`src/rtl/parking_lane_if.sv`:
```
// Lane-controller bus: requests and pass pulse in, gate command and lot status out.
interface parking_lane_if #(
  parameter int unsigned CNT_W = 5
);
  logic             entry_req;
  logic             exit_req;
  logic             pass;
  logic             gate_open;
  logic             dir_in;
  logic [CNT_W-1:0] count;
  logic             full;
  logic             empty;
  logic             timeout_err;
  logic             spurious_err;

  modport master (
    output entry_req, exit_req, pass,
    input  gate_open, dir_in, count, full, empty, timeout_err, spurious_err
  );

  modport slave (
    input  entry_req, exit_req, pass,
    output gate_open, dir_in, count, full, empty, timeout_err, spurious_err
  );
endinterface

```
`src/rtl/parking_lane_ctrl.sv`:
```
// Shared bidirectional lane controller: arbitrates entry/exit, drives the barrier,
// tracks lot occupancy and flags timeout / spurious-pass events.
module parking_lane_ctrl #(
  parameter int unsigned CAPACITY = 16,
  parameter int unsigned CNT_W    = 5,
  parameter int unsigned TIMEOUT  = 200,
  parameter int unsigned HOLDOFF  = 8,
  parameter int unsigned TMR_W    = 8
) (
  input logic          clk,
  input logic          reset_n,
  parking_lane_if.slave bus
);

  localparam logic [TMR_W-1:0] TMO_LAST  = TMR_W'(TIMEOUT - 1);
  localparam logic [TMR_W-1:0] HOLD_LAST = TMR_W'(HOLDOFF - 1);
  localparam logic [CNT_W-1:0] CNT_MAX   = CNT_W'(CAPACITY);

  typedef enum logic [1:0] {
    IDLE     = 2'd0,
    OPEN_IN  = 2'd1,
    OPEN_OUT = 2'd2,
    HOLD     = 2'd3
  } state_e;

  state_e           state_q, state_d;
  logic [TMR_W-1:0] timer_q, timer_d;
  logic [CNT_W-1:0] count_q, count_d;
  logic             last_in_q, last_in_d;
  logic             gate_open_q, gate_open_d;
  logic             dir_in_q, dir_in_d;
  logic             full_q, full_d;
  logic             empty_q, empty_d;
  logic             timeout_q, timeout_d;
  logic             spurious_q, spurious_d;

  logic entry_ok_c;
  logic exit_ok_c;

  assign entry_ok_c = bus.entry_req & ~full_q;
  assign exit_ok_c  = bus.exit_req & ~empty_q;

  always_ff @(posedge clk or negedge reset_n) begin
    if (!reset_n) begin
      state_q     <= IDLE;
      timer_q     <= '0;
      count_q     <= '0;
      last_in_q   <= 1'b0;
      gate_open_q <= 1'b0;
      dir_in_q    <= 1'b0;
      full_q      <= 1'b0;
      empty_q     <= 1'b1;
      timeout_q   <= 1'b0;
      spurious_q  <= 1'b0;
    end else begin
      state_q     <= state_d;
      timer_q     <= timer_d;
      count_q     <= count_d;
      last_in_q   <= last_in_d;
      gate_open_q <= gate_open_d;
      dir_in_q    <= dir_in_d;
      full_q      <= full_d;
      empty_q     <= empty_d;
      timeout_q   <= timeout_d;
      spurious_q  <= spurious_d;
    end
  end

  // Next-state, timer and occupancy update; status flags follow the next count.
  always_comb begin
    state_d    = state_q;
    timer_d    = timer_q;
    count_d    = count_q;
    last_in_d  = last_in_q;
    timeout_d  = 1'b0;
    spurious_d = 1'b0;

    unique case (state_q)
      IDLE: begin
        spurious_d = bus.pass;
        // Tie goes to the direction not served last.
        if (entry_ok_c && (!exit_ok_c || !last_in_q)) begin
          state_d   = OPEN_IN;
          timer_d   = '0;
          last_in_d = 1'b1;
        end else if (exit_ok_c) begin
          state_d   = OPEN_OUT;
          timer_d   = '0;
          last_in_d = 1'b0;
        end
      end
      OPEN_IN, OPEN_OUT: begin
        if (bus.pass) begin
          count_d = (state_q == OPEN_IN) ? count_q + CNT_W'(1) : count_q - CNT_W'(1);
          state_d = HOLD;
          timer_d = '0;
        end else if (timer_q == TMO_LAST) begin
          timeout_d = 1'b1;
          state_d   = HOLD;
          timer_d   = '0;
        end else begin
          timer_d = timer_q + TMR_W'(1);
        end
      end
      HOLD: begin
        spurious_d = bus.pass;
        if (timer_q == HOLD_LAST) begin
          state_d = IDLE;
          timer_d = '0;
        end else begin
          timer_d = timer_q + TMR_W'(1);
        end
      end
      default: begin
        state_d = IDLE;
        timer_d = '0;
      end
    endcase

    gate_open_d = (state_d == OPEN_IN) || (state_d == OPEN_OUT);
    dir_in_d    = (state_d == OPEN_IN);
    full_d      = (count_d == CNT_MAX);
    empty_d     = (count_d == '0);
  end

  assign bus.gate_open    = gate_open_q;
  assign bus.dir_in       = dir_in_q;
  assign bus.count        = count_q;
  assign bus.full         = full_q;
  assign bus.empty        = empty_q;
  assign bus.timeout_err  = timeout_q;
  assign bus.spurious_err = spurious_q;

endmodule

```
`src/flat_wrapper.sv`:
```
// flat-port wrapper written by rule: the top's interface ports become plain ports
module parking_lane_ctrl_flat 
#(
  parameter int unsigned CAPACITY = 16,
  parameter int unsigned CNT_W    = 5,
  parameter int unsigned TIMEOUT  = 200,
  parameter int unsigned HOLDOFF  = 8,
  parameter int unsigned TMR_W    = 8
)
  (clk, reset_n, bus_entry_req, bus_exit_req, bus_pass, bus_gate_open, bus_dir_in, bus_count, bus_full, bus_empty, bus_timeout_err, bus_spurious_err);
  parking_lane_if #(.CNT_W(CNT_W)) bus_i ();
  input logic clk;
  input logic reset_n;
  input wire logic [$bits(bus_i.entry_req)-1:0] bus_entry_req;
  input wire logic [$bits(bus_i.exit_req)-1:0] bus_exit_req;
  input wire logic [$bits(bus_i.pass)-1:0] bus_pass;
  output wire logic [$bits(bus_i.gate_open)-1:0] bus_gate_open;
  output wire logic [$bits(bus_i.dir_in)-1:0] bus_dir_in;
  output wire logic [$bits(bus_i.count)-1:0] bus_count;
  output wire logic [$bits(bus_i.full)-1:0] bus_full;
  output wire logic [$bits(bus_i.empty)-1:0] bus_empty;
  output wire logic [$bits(bus_i.timeout_err)-1:0] bus_timeout_err;
  output wire logic [$bits(bus_i.spurious_err)-1:0] bus_spurious_err;
  assign bus_i.entry_req = bus_entry_req;
  assign bus_i.exit_req = bus_exit_req;
  assign bus_i.pass = bus_pass;
  assign bus_gate_open = bus_i.gate_open;
  assign bus_dir_in = bus_i.dir_in;
  assign bus_count = bus_i.count;
  assign bus_full = bus_i.full;
  assign bus_empty = bus_i.empty;
  assign bus_timeout_err = bus_i.timeout_err;
  assign bus_spurious_err = bus_i.spurious_err;
  parking_lane_ctrl #(.CAPACITY(CAPACITY), .CNT_W(CNT_W), .TIMEOUT(TIMEOUT), .HOLDOFF(HOLDOFF), .TMR_W(TMR_W)) u_core (.clk(clk), .reset_n(reset_n), .bus(bus_i));
endmodule
```
`config.mk`:
```
export PLATFORM = sky130hd
export DESIGN_NAME = parking_lane_ctrl_flat
export DESIGN_NICKNAME = d
export VERILOG_FILES = /design/src/rtl/parking_lane_if.sv /design/src/rtl/parking_lane_ctrl.sv /design/src/flat_wrapper.sv
export SDC_FILE = /design/constraint.sdc
export NUM_CORES = 1
export LEC_CHECK = 0
export ABC_AREA = 1
export BUFFER_PORTS_ARGS = -buffer_cell sky130_fd_sc_hd__buf_2
export CAP_MARGIN = 20
export CORE_MARGIN = 5
export CORE_UTILIZATION = 40
export DETAILED_ROUTE_END_ITERATION = 16
export PLACE_DENSITY_LB_ADDON = 0.08
export SYNTH_ARGS = -nofsm -noshare
export SYNTH_HDL_FRONTEND = slang
export SYNTH_SLANG_ARGS = --single-unit
```
`constraint.sdc`:
```
create_clock -name clk -period 1.6 [get_ports clk]
set_input_delay 0.32 -clock clk [delete_from_list [all_inputs] [get_ports clk]]
set_output_delay 0.32 -clock clk [all_outputs]
set_load 0.05 [all_outputs]
```
==> reports/metrics.json <==
{
  "outcome": {
    "outcome": "finished, violations left",
    "violations": "setup timing"
  },
  "clock_network": {
    "insertion_delay_ns": 0.31,
    "cts_made_buffers": 3,
    "clock_path_buffers": 2,
    "clk_root_buffer_cell": "clkbuf_4",
    "tritoncts": "built",
    "cts.clk_slew.worst_paths_ns": 0.12,
    "cts_sinks": 22,
    "cts_max_level": 1
  },
  "sta": {
    "fin_hold_ws_ns": 0.281,
    "worst_slew_margin_rel_pct": 66.0,
    "timing.final.crit_period_ns": 1.69,
    "fin_ws_ns": -0.0930,
    "worstMarginPinSlew_ns": 0.511,
    "final.period_utilization_pct": 106,
    "setup_viol": 3,
    "drv_slew": 0,
    "hold_viol_final": 0,
    "unrepaired_setup_endpoints_after_global_routing": "yes",
    "timing.clock.skew_ns": 0.00527,
    "timing.fmax_mhz": 591,
    "final.setup.tns_ns": -0.203
  },
  "layout": {
    "most_common_library_cell_in_the_layout_ignoring_fill_and_taps": "nand2_1",
    "drive_above_1_share_pct": 38.8,
    "antenna_cells": 0,
    "fin_area_um2": 1790,
    "syn2layout_area_growth_pct": 35.9,
    "final_nets": 224,
    "layout.core_utilization_pct": 57.7,
    "fillerInstances": 303,
    "mostFrequentLayoutCells": "nand2_1, buf_4, inv_1"
  },
  "place": {
    "hpwl_mm": 2.18,
    "dpl_worst_slack_ns": -0.119,
    "place.gp.congestion": 0.769,
    "io_buffers": 15,
    "detailed_place.area_um2": 1640
  },
  "worst_setup_path": {
    "crit_path_end_kind": "flip-flop",
    "cp_data_required_time_ns": 1.85,
    "timing.rr.start": "u_core.state_q[0]$_DFF_PN0_",
    "max_stage_delay_ns": 0.48,
    "worst-endpoint-arrival_ns": 1.94,
    "critical_path.slowest_cell": "fa_1",
    "critPathMaxFanout": 3,
    "critical_path.startpoint_type": "flip-flop",
    "reg2reg_slack_ns": -0.09,
    "cell_by_cell_trace_of_the_critical_path": "ha_4, fa_1, inv_1, o21ai_2, nand2_1, nor2_1, nand2_1, nor2_1",
    "worst-r2r-cell-count": 8,
    "setup.worst_path.class": "reg -> reg",
    "r2r-end": "u_core.bus.full$_DFF_PN0_"
  },
  "yosys": {
    "synth-seq-area-share_pct": 41.8,
    "edff_count_synth": 0,
    "syn_area_per_cell_um2": 7.90,
    "postSynthCellCount": 167,
    "syn_nets": 181,
    "yosysUniqueCellTypes": 27,
    "asyncSetResetFlopFracSynth_pct": 100,
    "ys_seq_elements": 22,
    "yosys_warnings": 0,
    "mappedNetlistArea_um2": 1320,
    "most_used_dff_post_synth": "dfrtp_1"
  },
  "worst_hold_path": {
    "min_to": "u_core.bus.spurious_err$_DFF_PN0_",
    "worst_min_path_class": "in -> reg",
    "hold_depth": 3,
    "worst_min_path_start": "bus_pass"
  },
  "routing": {
    "post_drt_via_cell_ratio": 4.62,
    "route.final.wire_length_mm": 2.88,
    "wl_per_cell_um": 11.4,
    "antenna_violation_net_count_after_detailed_routing": 0,
    "drt_pre_antenna_iters": 4,
    "drt-initial-drc-count": 44,
    "route.detailed.drc": 0,
    "vias": 1170
  },
  "power_and_ir_drop": {
    "p_per_area_nw_per_um2": 2290,
    "p_leak_uw": 0.000935,
    "ir_drop_mv": 1.21
  },
  "floorplanning": {
    "dieArea_um2": 4550,
    "initial_core_utilization_pct": 42.5,
    "core_um2": 3100,
    "ioPinCount": 16,
    "floorplan.die.width_um": 67.4,
    "placementRows": 20,
    "die_h_um": 67.4
  },
  "global_route": {
    "global_route_wire_length_before_repair_mm": 4.97,
    "grt_ovf": 0,
    "aggregate_global_route_resource_usage_pct": 14.3,
    "vias_in_the_first_global_route": 1157,
    "grt_max_degree": 23,
    "grt_antenna_before_repair": 0
  },
  "job": {
    "drv.max_cap_violation_count": 0
  }
}
## sequential cells by signal (all words and copies together) (netlist names)
register / cells
u_core.timer_q: 8
u_core.bus.count: 5
u_core.state_q: 2
u_core.bus.dir_in: 1
u_core.bus.empty: 1
u_core.bus.full: 1
u_core.bus.gate_open: 1
u_core.bus.spurious_err: 1
u_core.bus.timeout_err: 1
u_core.last_in_q: 1
## area by class of cell
class,instances,area [um2],share of cell area [%]
timing repair buffer,38,263,14.7
tap,44,55.1,3.07
clock buffer,4,36.3,2.03
sequential,22,554,30.9
multi-input combinational,117,778,43.4
inverter,28,105,5.87
## through the flow
| step | std cells | total power (uW) |
|---|---|---|
| 2_1_floorplan | 167 | 2680 |
| 3_3_place_gp | 244 | 3440 |
| 3_5_place_dp | 244 | 3490 |
| 4_1_cts | 251 | 4020 |
| 5_1_grt | 253 | 4470 |
| 6_report | 253 | 4100 |
## synth_stat cells, types with 2 or more instances
cell	n	area [um2]
nor2_2	2	12.5
nor2_1	13	48.8
nand2_1	43	161
o21ai_0	3	15.0
dfrtp_1	21	526
xor2_1	2	17.5
o21ai_1	4	20.0
nand3_1	15	75.1
nor2_4	2	22.5
a21oi_1	3	15.0
ha_1	8	100
nand2_2	6	37.5
nand4_1	5	31.3
inv_1	27	101
## report_power, final
group,leakage (uW),switching (uW),internal [uW]
Clock,0.0000210,164,139
Sequential,0.000277,132,757
Combinational,0.000637,1690,1220
## routing by layer
metal	wire length, um	track usage, %	part of all wire, %	vias to the layer above
li1	-	-	-	620
met1	1500	20.1	52	529
met2	1260	22.0	44	19
met3	97	3.99	3.4	2
met4	19	3.04	0.66	0
met5	0	0	0	-
## worst max-delay path: cells and delay by family (launching register included)
kind	cells	cell delay [ns]
fa+ha+maj	2	0.67
flops	1	0.44
simple gates	4	0.36
compound gates	1	0.12
buf+inv	1	0.05
## how the worst max path moves through the flow
stage / start / to / slack (ns) / depth (start not counted)
floorplan: u_core.bus.count[0]$_DFF_PN0_ / u_core.bus.full$_DFF_PN0_ / -0.02 / 10
global placement: u_core.state_q[0]$_DFF_PN0_ / u_core.bus.gate_open$_DFF_PN0_ / -0.13 / 8
detailed placement: u_core.state_q[0]$_DFF_PN0_ / u_core.bus.gate_open$_DFF_PN0_ / -0.12 / 8
CTS: u_core.state_q[0]$_DFF_PN0_ / u_core.bus.full$_DFF_PN0_ / -0.11 / 8
global route: u_core.state_q[0]$_DFF_PN0_ / u_core.bus.full$_DFF_PN0_ / -0.22 / 8
finish: u_core.state_q[0]$_DFF_PN0_ / u_core.bus.full$_DFF_PN0_ / -0.09 / 8
## cells by family (layout without fill, tap and decap cells)
group	after synthesis	in the layout	synth area share (%)
flip-flops	22	22	41.8
buffers and inverters	28	70	7.97
AO/OA/AOI/OAI	13	13	5.69
adder cells (fa/ha/maj)	9	9	9.11
XOR/XNOR	3	3	1.99
AND/OR/NAND/NOR	92	92	33.4
## what timing repair did
action / in CTS / in global routing
hold endpoints to repair: 21 / 0
setup buffers: 2 / 4
hold buffers: 1 / 0
resized for setup: 5 / 11
endpoints found under the setup margin: 9 / 11
pin swaps: 0 / 4
Note: power is estimated with default switching activity, not from simulation.
